<file path="src/rtl/pci_arbiter_if.sv">
// Arbiter bus bundle: active-low per-device REQ/GNT, shared FRAME/IRDY, arbiter status.
// master: arbiter side; samples req/frame/irdy, drives gnt and status flags.
// slave:  device/bus side; drives req/frame/irdy, observes gnt and status flags.
interface pci_arbiter_if #(
    parameter int N_DEV = 4
);
    logic [N_DEV-1:0] req;          // per-device request, 0 = requesting
    logic             frame;        // shared FRAME, active-low
    logic             irdy;         // shared IRDY, active-low
    logic [N_DEV-1:0] gnt;          // per-device grant, at most one bit low
    logic [2:0]       owner;        // granted device index, meaningful when owner_valid
    logic             owner_valid;  // any gnt bit low
    logic             bus_busy;     // granted master has started a transaction
    logic             timeout_err;  // one-cycle pulse on grant revoked by timeout

    modport master (
        input  req, frame, irdy,
        output gnt, owner, owner_valid, bus_busy, timeout_err
    );

    modport slave (
        output req, frame, irdy,
        input  gnt, owner, owner_valid, bus_busy, timeout_err
    );
endinterface

</file>
<file path="src/rtl/pci_arbiter.sv">
// Round-robin PCI bus arbiter with idle-bus handover, a dead cycle between owners, grant timeout.
// Latency: an input sampled at edge k acts on the outputs after edge k+1 (input stage + FSM flop).
// Backpressure: none; requests simply wait in REQ until the round-robin search reaches them.
// Ports: clk, rst_n (async active-low); bus (master modport): req/frame/irdy in,
//        gnt/owner/owner_valid/bus_busy/timeout_err out, all driven straight from flops.
module pci_arbiter #(
    parameter int N_DEV   = 4,
    parameter int TIMEOUT = 16
) (
    input  logic          clk,
    input  logic          rst_n,
    pci_arbiter_if.master bus
);
    typedef enum logic [1:0] {IDLE, GRANT, BUSY} state_t;

    localparam logic [4:0] T_LAST = 5'(TIMEOUT - 1);

    state_t           state, state_n;
    logic [2:0]       last, last_n;
    logic [2:0]       owner_q, owner_n;
    logic [4:0]       timer, timer_n;
    logic [N_DEV-1:0] gnt_q, gnt_n;
    logic             ov_q, ov_n;
    logic             busy_q, busy_n;
    logic             terr_q, terr_n;

    // Bus inputs are registered once before the FSM sees them.
    logic [N_DEV-1:0] req_s;
    logic             frame_s, irdy_s;

    logic [7:0]       req_ext;   // non-existent devices read as not requesting
    logic [7:0]       sel_ext;   // grant pattern for the search winner
    logic [3:0]       cand;
    logic [2:0]       pick;
    logic             pick_vld;

    always_ff @(posedge clk or negedge rst_n) begin
        if (!rst_n) begin
            req_s   <= '1;
            frame_s <= 1'b1;
            irdy_s  <= 1'b1;
        end else begin
            req_s   <= bus.req;
            frame_s <= bus.frame;
            irdy_s  <= bus.irdy;
        end
    end

    always_comb begin
        req_ext            = 8'hFF;
        req_ext[N_DEV-1:0] = req_s;
    end

    // Search LAST+1, LAST+2, ... modulo N_DEV; first requester wins.
    always_comb begin
        pick     = '0;
        pick_vld = 1'b0;
        cand     = '0;
        for (int i = 1; i <= N_DEV; i++) begin
            cand = {1'b0, last} + 4'(i);
            if (cand >= 4'(N_DEV)) begin
                cand = cand - 4'(N_DEV);
            end
            if (!pick_vld && !req_ext[cand[2:0]]) begin
                pick_vld = 1'b1;
                pick     = cand[2:0];
            end
        end
    end

    always_comb begin
        sel_ext       = 8'hFF;
        sel_ext[pick] = 1'b0;
    end

    always_ff @(posedge clk or negedge rst_n) begin
        if (!rst_n) begin
            state   <= IDLE;
            last    <= 3'(N_DEV - 1);
            owner_q <= '0;
            timer   <= '0;
            gnt_q   <= '1;
            ov_q    <= 1'b0;
            busy_q  <= 1'b0;
            terr_q  <= 1'b0;
        end else begin
            state   <= state_n;
            last    <= last_n;
            owner_q <= owner_n;
            timer   <= timer_n;
            gnt_q   <= gnt_n;
            ov_q    <= ov_n;
            busy_q  <= busy_n;
            terr_q  <= terr_n;
        end
    end

    // owner_q doubles as the registered winner W while in GRANT/BUSY.
    always_comb begin
        state_n = state;
        last_n  = last;
        owner_n = owner_q;
        timer_n = timer;
        gnt_n   = gnt_q;
        ov_n    = ov_q;
        busy_n  = busy_q;
        terr_n  = 1'b0;
        unique case (state)
            IDLE: begin
                if (pick_vld) begin
                    state_n = GRANT;
                    last_n  = pick;
                    owner_n = pick;
                    timer_n = '0;
                    gnt_n   = sel_ext[N_DEV-1:0];
                    ov_n    = 1'b1;
                end
            end
            GRANT: begin
                // FRAME beats REQ release, which beats the timeout.
                if (!frame_s) begin
                    state_n = BUSY;
                    busy_n  = 1'b1;
                end else if (req_ext[owner_q] || timer == T_LAST) begin
                    state_n = IDLE;
                    gnt_n   = '1;
                    ov_n    = 1'b0;
                    owner_n = '0;
                    terr_n  = !req_ext[owner_q];
                end else if (timer != 5'h1F) begin
                    timer_n = timer + 5'd1;
                end
            end
            BUSY: begin
                if (frame_s && irdy_s) begin
                    state_n = IDLE;
                    gnt_n   = '1;
                    ov_n    = 1'b0;
                    owner_n = '0;
                    busy_n  = 1'b0;
                end
            end
            default: begin
                state_n = IDLE;
            end
        endcase
    end

    assign bus.gnt         = gnt_q;
    assign bus.owner       = owner_q;
    assign bus.owner_valid = ov_q;
    assign bus.bus_busy    = busy_q;
    assign bus.timeout_err = terr_q;
endmodule
</file>
<file path="src/flat_wrapper.sv">
// flat-port wrapper written by rule: the top's interface ports become plain ports
module pci_arbiter_flat 
#(
    parameter int N_DEV   = 4,
    parameter int TIMEOUT = 16
)
  (clk, rst_n, bus_req, bus_frame, bus_irdy, bus_gnt, bus_owner, bus_owner_valid, bus_bus_busy, bus_timeout_err);
  pci_arbiter_if #(.N_DEV(N_DEV)) bus_i ();
  input  logic clk;
  input  logic rst_n;
  input wire logic [$bits(bus_i.req)-1:0] bus_req;
  input wire logic [$bits(bus_i.frame)-1:0] bus_frame;
  input wire logic [$bits(bus_i.irdy)-1:0] bus_irdy;
  output wire logic [$bits(bus_i.gnt)-1:0] bus_gnt;
  output wire logic [$bits(bus_i.owner)-1:0] bus_owner;
  output wire logic [$bits(bus_i.owner_valid)-1:0] bus_owner_valid;
  output wire logic [$bits(bus_i.bus_busy)-1:0] bus_bus_busy;
  output wire logic [$bits(bus_i.timeout_err)-1:0] bus_timeout_err;
  assign bus_i.req = bus_req;
  assign bus_i.frame = bus_frame;
  assign bus_i.irdy = bus_irdy;
  assign bus_gnt = bus_i.gnt;
  assign bus_owner = bus_i.owner;
  assign bus_owner_valid = bus_i.owner_valid;
  assign bus_bus_busy = bus_i.bus_busy;
  assign bus_timeout_err = bus_i.timeout_err;
  pci_arbiter #(.N_DEV(N_DEV), .TIMEOUT(TIMEOUT)) u_core (.clk(clk), .rst_n(rst_n), .bus(bus_i));
endmodule
</file>
<file path="config.mk">
export PLATFORM = sky130hd
export DESIGN_NAME = pci_arbiter_flat
export DESIGN_NICKNAME = d
export VERILOG_FILES = /design/src/rtl/pci_arbiter_if.sv /design/src/rtl/pci_arbiter.sv /design/src/flat_wrapper.sv
export SDC_FILE = /design/constraint.sdc
export NUM_CORES = 1
export LEC_CHECK = 0
export CAP_MARGIN = 20
export CORE_UTILIZATION = 50
export CTS_CLUSTER_DIAMETER = 80
export DETAILED_ROUTE_END_ITERATION = 8
export GPL_ROUTABILITY_DRIVEN = 0
export PLACE_DENSITY = 0.7
export RECOVER_POWER = 25
export SYNTH_ARGS = -nofsm -noshare
export SYNTH_HDL_FRONTEND = slang
export SYNTH_SLANG_ARGS = --single-unit
</file>
<file path="constraint.sdc">
create_clock -name clk -period 7.7 [get_ports clk]
set_clock_uncertainty 0.2 [all_clocks]
set_input_delay 0.77 -clock clk [delete_from_list [all_inputs] [get_ports clk]]
set_output_delay 0.77 -clock clk [all_outputs]
set_load 0.02 [all_outputs]
</file>
### Word-level counts from Yosys, hierarchy flattened

Cells that the tools add are included.

| storage, ports and cells | value |
|---|---|
| register bits after elaboration | 26 |
| input bits | 8 |

| cells by class | value |
|---|---|
| $lt $le $gt $ge | 11 |
| muxes and demuxes | 54 |
| add/sub/neg operators | 9 |
| eq/ne operators | 12 |
| bitwise gates (word level) | 1 |
| reductions and logical operators | 21 |

Operators by type and width:

| cell | number |
|---|---|
| two-way mux 3 bit | 12 |
| < comparator 3 x 4 -> 1 bit, second input constant | 6 |
| two-way mux 5 bit | 4 |
| two-way mux 1 bit | 18 |
| >= comparator 4 x 3 -> 1 bit, second input constant | 4 |
| two-way mux 4 bit | 4 |
| binary-select mux 1 bit (select 3 bit) | 5 |
| one-hot mux 4 bit (3 select lines) | 1 |
| subtractor 3 bit, second input constant | 4 |
| inequality test 2 x 1 -> 1 bit, second input constant | 5 |
| one-hot mux 5 bit (2 select lines) | 1 |
| AND reduction 5 bit | 2 |
| one-hot mux 3 bit (3 select lines) | 1 |
| adder 3 x 2 -> 4 bit, second input constant | 2 |
| two-way mux 2 bit | 4 |
| zero test 1 bit | 6 |
| one-hot mux 2 bit (3 select lines) | 1 |
| AND reduction 3 bit | 2 |
| adder 5 x 1 -> 5 bit, second input constant | 1 |
| equality test 5 x 4 -> 1 bit, second input constant | 1 |
| logical AND 1 bit | 5 |
| inequality test 5 bit, second input constant | 1 |
| adder 3 x 1 -> 4 bit, second input constant | 1 |
| adder 3 x 3 -> 4 bit, second input constant | 1 |
| other kinds (14) | 16 |

### Longest topological paths before layout

Gate-level depths: netlist (run 1).

| depth | value |
|---|---|
| depth after elaboration | 21 |
| mapped depth | 8 |
| gate-level depth less buffers | 8 |

### Least setup slack after synthesis (run 1)

No wires, ideal clock.

| timing | value |
|---|---|
| kind | reg-to-reg |
| start | reg u_core.last[1] |
| end | reg u_core.owner_q[1], in the netlist u_core.bus.owner[1] |
| path buffers | 1 |
| required time | 7.372 ns |
| arrival time | 2.485 ns |
| cell stages (with the launch flop) | 9 |
| slack | 4.887 ns |
| cells stage by stage | dfstp_2 > clkbuf_1 > inv_1 > ha_1 > mux4_1 > o21ai_1 > a221oi_4 > nor2_2 > mux2_1 |

| on the way | value |
|---|---|
| cells in the longest elaborated chain, start to end | 16 |
| elaborated cells between the ends (all ways) | 44 |

Ends and longest elaborated chain:

| item | line | source |
|---|---|---|
| start, declared | pci_arbiter.sv:19 | `logic [2:0] last, last_n;` |
| start signal, assigned | pci_arbiter.sv:79 | `last <= 3'(N_DEV - 1);` |
| start signal, assigned | pci_arbiter.sv:88 | `last <= last_n;` |
| adder 3 x 2 -> 4 bit | pci_arbiter.sv:60 | `cand = {1'b0, last} + 4'(i);` |
| >= comparator 4 x 3 -> 1 bit / subtractor 3 bit (equally long branches) | pci_arbiter.sv:61, pci_arbiter.sv:62 |  |
| two-way mux 3 bit | pci_arbiter.sv:61 | `if (cand >= 4'(N_DEV)) begin` |
| binary-select mux 1 bit (select 3 bit) | pci_arbiter.sv:64 | `if (!pick_vld && !req_ext[cand[2:0]]) begin` |
| two-way mux 1 bit (not written as such) | pci_arbiter.sv:64 |  |
| zero test 1 bit | pci_arbiter.sv:64 |  |
| logical AND 1 bit | pci_arbiter.sv:64 |  |
| two-way mux 1 bit | pci_arbiter.sv:64 |  |
| zero test 1 bit | pci_arbiter.sv:64 |  |
| logical AND 1 bit | pci_arbiter.sv:64 |  |
| two-way mux 1 bit | pci_arbiter.sv:64 |  |
| zero test 1 bit | pci_arbiter.sv:64 |  |
| logical AND 1 bit | pci_arbiter.sv:64 |  |
| two-way mux 1 bit / two-way mux 3 bit (equally long branches) | pci_arbiter.sv:64 |  |
| inequality test 2 x 1 -> 1 bit (no source line) / two-way mux 3 bit (equally long branches) | -- |  |
| AND reduction 5 bit (no source line) / one-hot mux 3 bit (3 select lines) (equally long branches) | -- |  |
| end signal, assigned | pci_arbiter.sv:89 | `owner_q <= owner_n;` |
| end, declared | pci_arbiter.sv:20 | `logic [2:0] owner_q, owner_n;` |

Parallel ways exist; a longest one is shown, timed or not. The select of a mux whose other input is x is not followed.
A chain may end at the register's enable or synchronous reset.

### Worst setup path in the final report (run 1)

| timing | value |
|---|---|
| start | reg u_core.last[0] |
| end | reg u_core.owner_q[1], in the netlist u_core.bus.owner[1] |

Same word-level chain as after synthesis.

==> out/metrics.cfg, run 1 <==
[logic_synthesis]
yosys-top-cells-area=dfrtp_1, dfstp_2, ha_1, mux4_1, a21oi_1
yosysSeqAreaShare=0.419
syn_inst=145
avgSynthCellArea_um2=11.0
yosys-top-cells-count=dfrtp_1, dfstp_2, a21oi_1, inv_1, o21ai_0
yosys_warnings=0
synth_area_leader_cell=dfrtp_1
async_reset_ff_frac=1.00
syn_nets=162
synth_edf_count=0
ys_ff_latch=26
yosysUniqueCellTypes=51
syn_area_um2=1590
synth_top_cell_area_share=0.221
yosysMostFrequentCell=dfrtp_1
synth-main-ff-cell=dfrtp_1

[drt]
vias_per_cell=5.93
firstDrtPassIters=4
drt_first_iter_violations=44
wl_mm=3.31
wl_per_cell_um=15.9
vias=1233
drcViolationCount=0
ant_nets=0

[floorplanning]
io_pins=18
fp-row-count=20
placeableCoreArea_um2=3030
start_util=0.524
die_area_um2=3400
dieWidth_um=58.4
die_y_um=58.4

[cts]
clock_latency_ps=320
cts_tree=yes
clk_pin_slew_ps=140
h-tree-depth=1
post_cts_buffers=0
cts_hold_buf=0
cts_buffer_depth=2
cts_buffers=3
cts-root-buf=clkbuf_4
cts.repair.resized=0
clkSinkCount=26

[sta]
fmax_mhz=338
min_period_over_period=0.384
setup_slack_ps=4740
min_period_ps=2960
relSlewSlack=0.113
final-max-slew-violation-count=0
rsz0062_at_grt=false
worstMarginPinSlew_ps=1330
hold_viol_final=0
finalSetupViolations=0
final.setup.tns_ps=0

[run]
max_cap_viol_count=0

[setup_path]
cp-end-kind=flip-flop
critical_path.endpoint=u_core.bus.owner[1]
path_class=reg -> reg
slowest_stage=dfstp_2
rrSetupSlack_ps=4740
critPathLaunch=u_core.last[0]
r2r_start=u_core.last[0]
cpPeakStageDelay_ps=710
path_max_fanout=14
r2r_cells=7
critPathBufInv=1
cp.required_ps=7720
cp.arrival_ps=2980
cp-start-kind=flip-flop
r2r-end=u_core.bus.owner[1]
path_depth=7
critical_path.cell_chain=inv_1 > ha_1 > mux4_1 > o221ai_2 > a221oi_4 > nor2_2 > mux2_1
cp_top_family=flip-flops

[global_route]
grt_max_degree=27
grt_antenna_before_repair=0
gr-total-overflow=0
grt_use_total=0.226
grt_first_pass_wirelength_mm=5.78
grt_pass1_vias=1218

[final_layout]
layout-drive-gt1-share=0.159
syn2layout_area_growth_pct=16.6
final_nets=182
n_antenna_cell=0
post-route-util=0.612
final_cells=208

[place]
dp_hpwl_mm=2.55
post-place-ws_ps=4790
portBuffers=17
dp_cells=204

[power]
leakagePower_nw=0.797
powerDensity_nw_per_um2=384
peakVddDrop_mv=0.224

[outcome]
outcome=finished, final reports clean

[hold_path]
min_path_type=reg -> reg

## placed cells by master, fill, tap and decap left out, drive strengths merged, types with 4 or more instances in the layout
master,count
clkbuf,5
inv,10
mux4,4
clkdlybuf4s50,10
a21oi,10
o21ai,12
dfstp,12
dfrtp,14
ha,9
nand2,9
dlygate4sd3,7
nor2,5
## cells by family after synthesis
group                    after synthesis  synth area share
multiplexers                           9            0.0977
AO/OA/AOI/OAI                         52             0.241
flip-flops                            26             0.419
adder cells (fa/ha/maj)                9            0.0709
buffers and inverters                 13            0.0315
AND/OR/NAND/NOR                       36             0.139
## metrics by stage
step	power, mW	instance area (um^2)	hold WS (ps)
2_1_floorplan	0.526	1590	266
3_3_place_gp	0.621	1810	294
3_5_place_dp	0.630	1810	296
4_1_cts	0.712	1860	328
5_1_grt	0.767	1850	369
6_report	0.711	1850	327
## how the worst min path moves through the flow
| stage | from | endpoint | slack (ps) | cells past startpoint |
|---|---|---|---|---|
| 6_report | u_core.timer[3] | u_core.timer[3] | 330 | 1 |
| 5_1_grt | u_core.bus.gnt[1] | u_core.bus.gnt[1] | 370 | 2 |
| 4_1_cts | u_core.timer[3] | u_core.timer[3] | 330 | 1 |
| 3_5_place_dp | u_core.timer[3] | u_core.timer[3] | 300 | 1 |
| 3_3_place_gp | u_core.timer[3] | u_core.timer[3] | 290 | 1 |
| 2_1_floorplan | rst_n | u_core.bus.bus_busy | 270 | 0 |
## layer usage
| layer | routed length (um) | global-route usage | part of all wire | vias to the layer above |
|---|---|---|---|---|
| met5 | 0 | 0 | 0 | - |
| met4 | 53 | 0.0714 | 0.016 | 0 |
| met3 | 131 | 0.0418 | 0.040 | 6 |
| met2 | 1560 | 0.366 | 0.47 | 33 |
| met1 | 1570 | 0.310 | 0.47 | 592 |
| li1 | - | - | - | 602 |
## worst reg2reg max path, cell delays in order (launching register included)
cell,delay (ps)
dfstp_2,710
inv_1,110
ha_1,370
mux4_1,350
o221ai_2,180
a221oi_4,480
nor2_2,140
mux2_1,330
## final cells by class
class	count	area [um^2]
Inverter	10	37.5
Multi-Input combinational cell	106	872
Timing Repair Buffer	18	174
Sequential cell	26	666
Clock buffer	4	47.5
Tap cell	44	55.1
Fill cell	255	1180
## sequential cells by signal, summed over array words and instances (netlist names), 2 cells and up
signal and flops:
u_core.timer 5, u_core.bus.owner 3, u_core.state 2, u_core.bus.gnt 4, u_core.req_s 4, u_core.last 3
## power breakdown
group / internal [mW] / leakage, nW / switching (mW) / total, mW
logic: 0.175 / 0.463 / 0.234 / 0.409
registers: 0.180 / 0.307 / 0.0418 / 0.222
clock network: 0.0397 / 0.0261 / 0.0401 / 0.0797
total: 0.395 / 0.797 / 0.316 / 0.711
Note: power is estimated with default switching activity, not from simulation.
==> run 2, diff against run 1 <==
- PLACE_DENSITY: 0.7 -> 0.73
- clock period: 7.7 -> 2.7 ns (I/O delays scaled with it)
==> run 2 against run 1 <==
Net effect: first-iteration DRC count increased by 64%; sequential cell count did not move; sequential power increased to 2.7 times the previous value; highest routed layer unchanged.
==> out/metrics.cfg, run 2 (synthesized netlist as in run 1, its figures left out) <==
[sta]
relSlewSlack=0.107
min_period_over_period=0.959
worstMarginPinSlew_ps=1340
fmax_mhz=386
hold_viol_final=0
min_period_ps=2590
final-max-slew-violation-count=0
setup_slack_ps=110
final.setup.tns_ps=0
finalSetupViolations=0
rsz0062_at_grt=true

[drt]
firstDrtPassIters=4
ant_nets=0
drcViolationCount=0
vias_per_cell=6.03
wl_mm=3.61
wl_per_cell_um=16.6
drt_first_iter_violations=72
vias=1314

[global_route]
grt_use_total=0.240
gr-total-overflow=0
grt_max_degree=27
grt_first_pass_wirelength_mm=6.21
grt_antenna_before_repair=0
grt_pass1_vias=1269

[run]
max_cap_viol_count=0

[power]
leakagePower_nw=0.832
p_total_mw=2.12
powerDensity_nw_per_um2=1110
peakVddDrop_mv=0.626

[final_layout]
largest_register_ffs=5
syn2layout_area_growth_pct=20.7
layout-drive-gt1-share=0.236
n_antenna_cell=0
final_nets=192
final_cell_mix=dfrtp_1, dfstp_2
final_common_cell=dfrtp_1
top_register=u_core.timer

[floorplanning]
fp-row-count=20
die_y_um=58.4
start_util=0.524
placeableCoreArea_um2=3030
die_area_um2=3400
dieWidth_um=58.4
io_pins=18

[outcome]
outcome=finished, final reports clean

[setup_path]
path_max_fanout=6
cp-end-kind=flip-flop
cp-start-kind=flip-flop
cp.required_ps=2720
cp.arrival_ps=2610
path_class=reg -> reg

[place]
dp_hpwl_mm=2.65
post-place-ws_ps=60.0
portBuffers=17

[cts]
cts_tree=yes
clk_pin_slew_ps=140
cts_hold_buf=0
cts-root-buf=clkbuf_4
h-tree-depth=1
cts_buffers=3
cts_buffer_depth=2
clkSinkCount=26
clock_latency_ps=320

[hold_path]
min_path_type=in -> reg

-- run 2: cell type report --
class	instances	area [um^2]
clock buffers	4	26.3
fillers	235	1110
inverters	10	37.5
multi-input cells	106	883
flip-flops and latches	26	666
well taps	44	55.1
repair buffers	28	249
-- run 2: final timing paths --
kind | to | slack (ps) | from | depth (start not counted)
max in group asynchronous | u_core.state[0] | 970 | rst_n | 2
min in group asynchronous | u_core.last[2] | 550 | rst_n | 2
hold / removal | u_core.frame_s | 270 | bus_frame | 1
setup / recovery | u_core.bus.owner[1] | 110 | u_core.last[1] | 7
setup reg to reg | u_core.bus.owner[1] | 110 | u_core.last[1] | 7
hold reg to reg | u_core.last[0] | 330 | u_core.last[0] | 2
-- run 2: metal layers --
metal,vias up,GRT usage,routed length (um)
met2,37,0.376,1730
met3,4,0.0330,127
li1,619,-,-
met5,-,0,0
met1,654,0.349,1720
met4,0,0.0714,30
-- run 2: metrics by stage --
step	util	std cells	hold WS, ps	instance area (um^2)
floorplan	-	145	-226	1580
global placement	0.612	211	288	1850
detailed placement	0.612	211	302	1850
CTS	0.621	215	94.0	1880
global route	0.633	218	258	1920
finish	0.633	218	272	1920
-- run 2: power by group --
| group | internal [mW] | total (mW) | switching (mW) |
|---|---|---|---|
| registers | 0.512 | 0.590 | 0.0785 |
| clock network | 0.0579 | 0.173 | 0.115 |
| logic | 0.591 | 1.36 | 0.769 |
| total | 1.16 | 2.12 | 0.963 |
-- run 2: critical path, cell delays in order, from the launching register on --
cell,delay (ps)
dfstp_2,600
inv_1,70
ha_1,340
mux4_2,320
nor4b_1,290
o22ai_1,160
o211a_1,190
mux2_1,310
-- run 2: repair_timing --
item | 4_1_cts | 5_1_grt
endpoints found under the hold margin | 0 | 0
setup endpoints to repair | 0 | 14
resized for setup | 0 | 4
setup buffers | 0 | 3
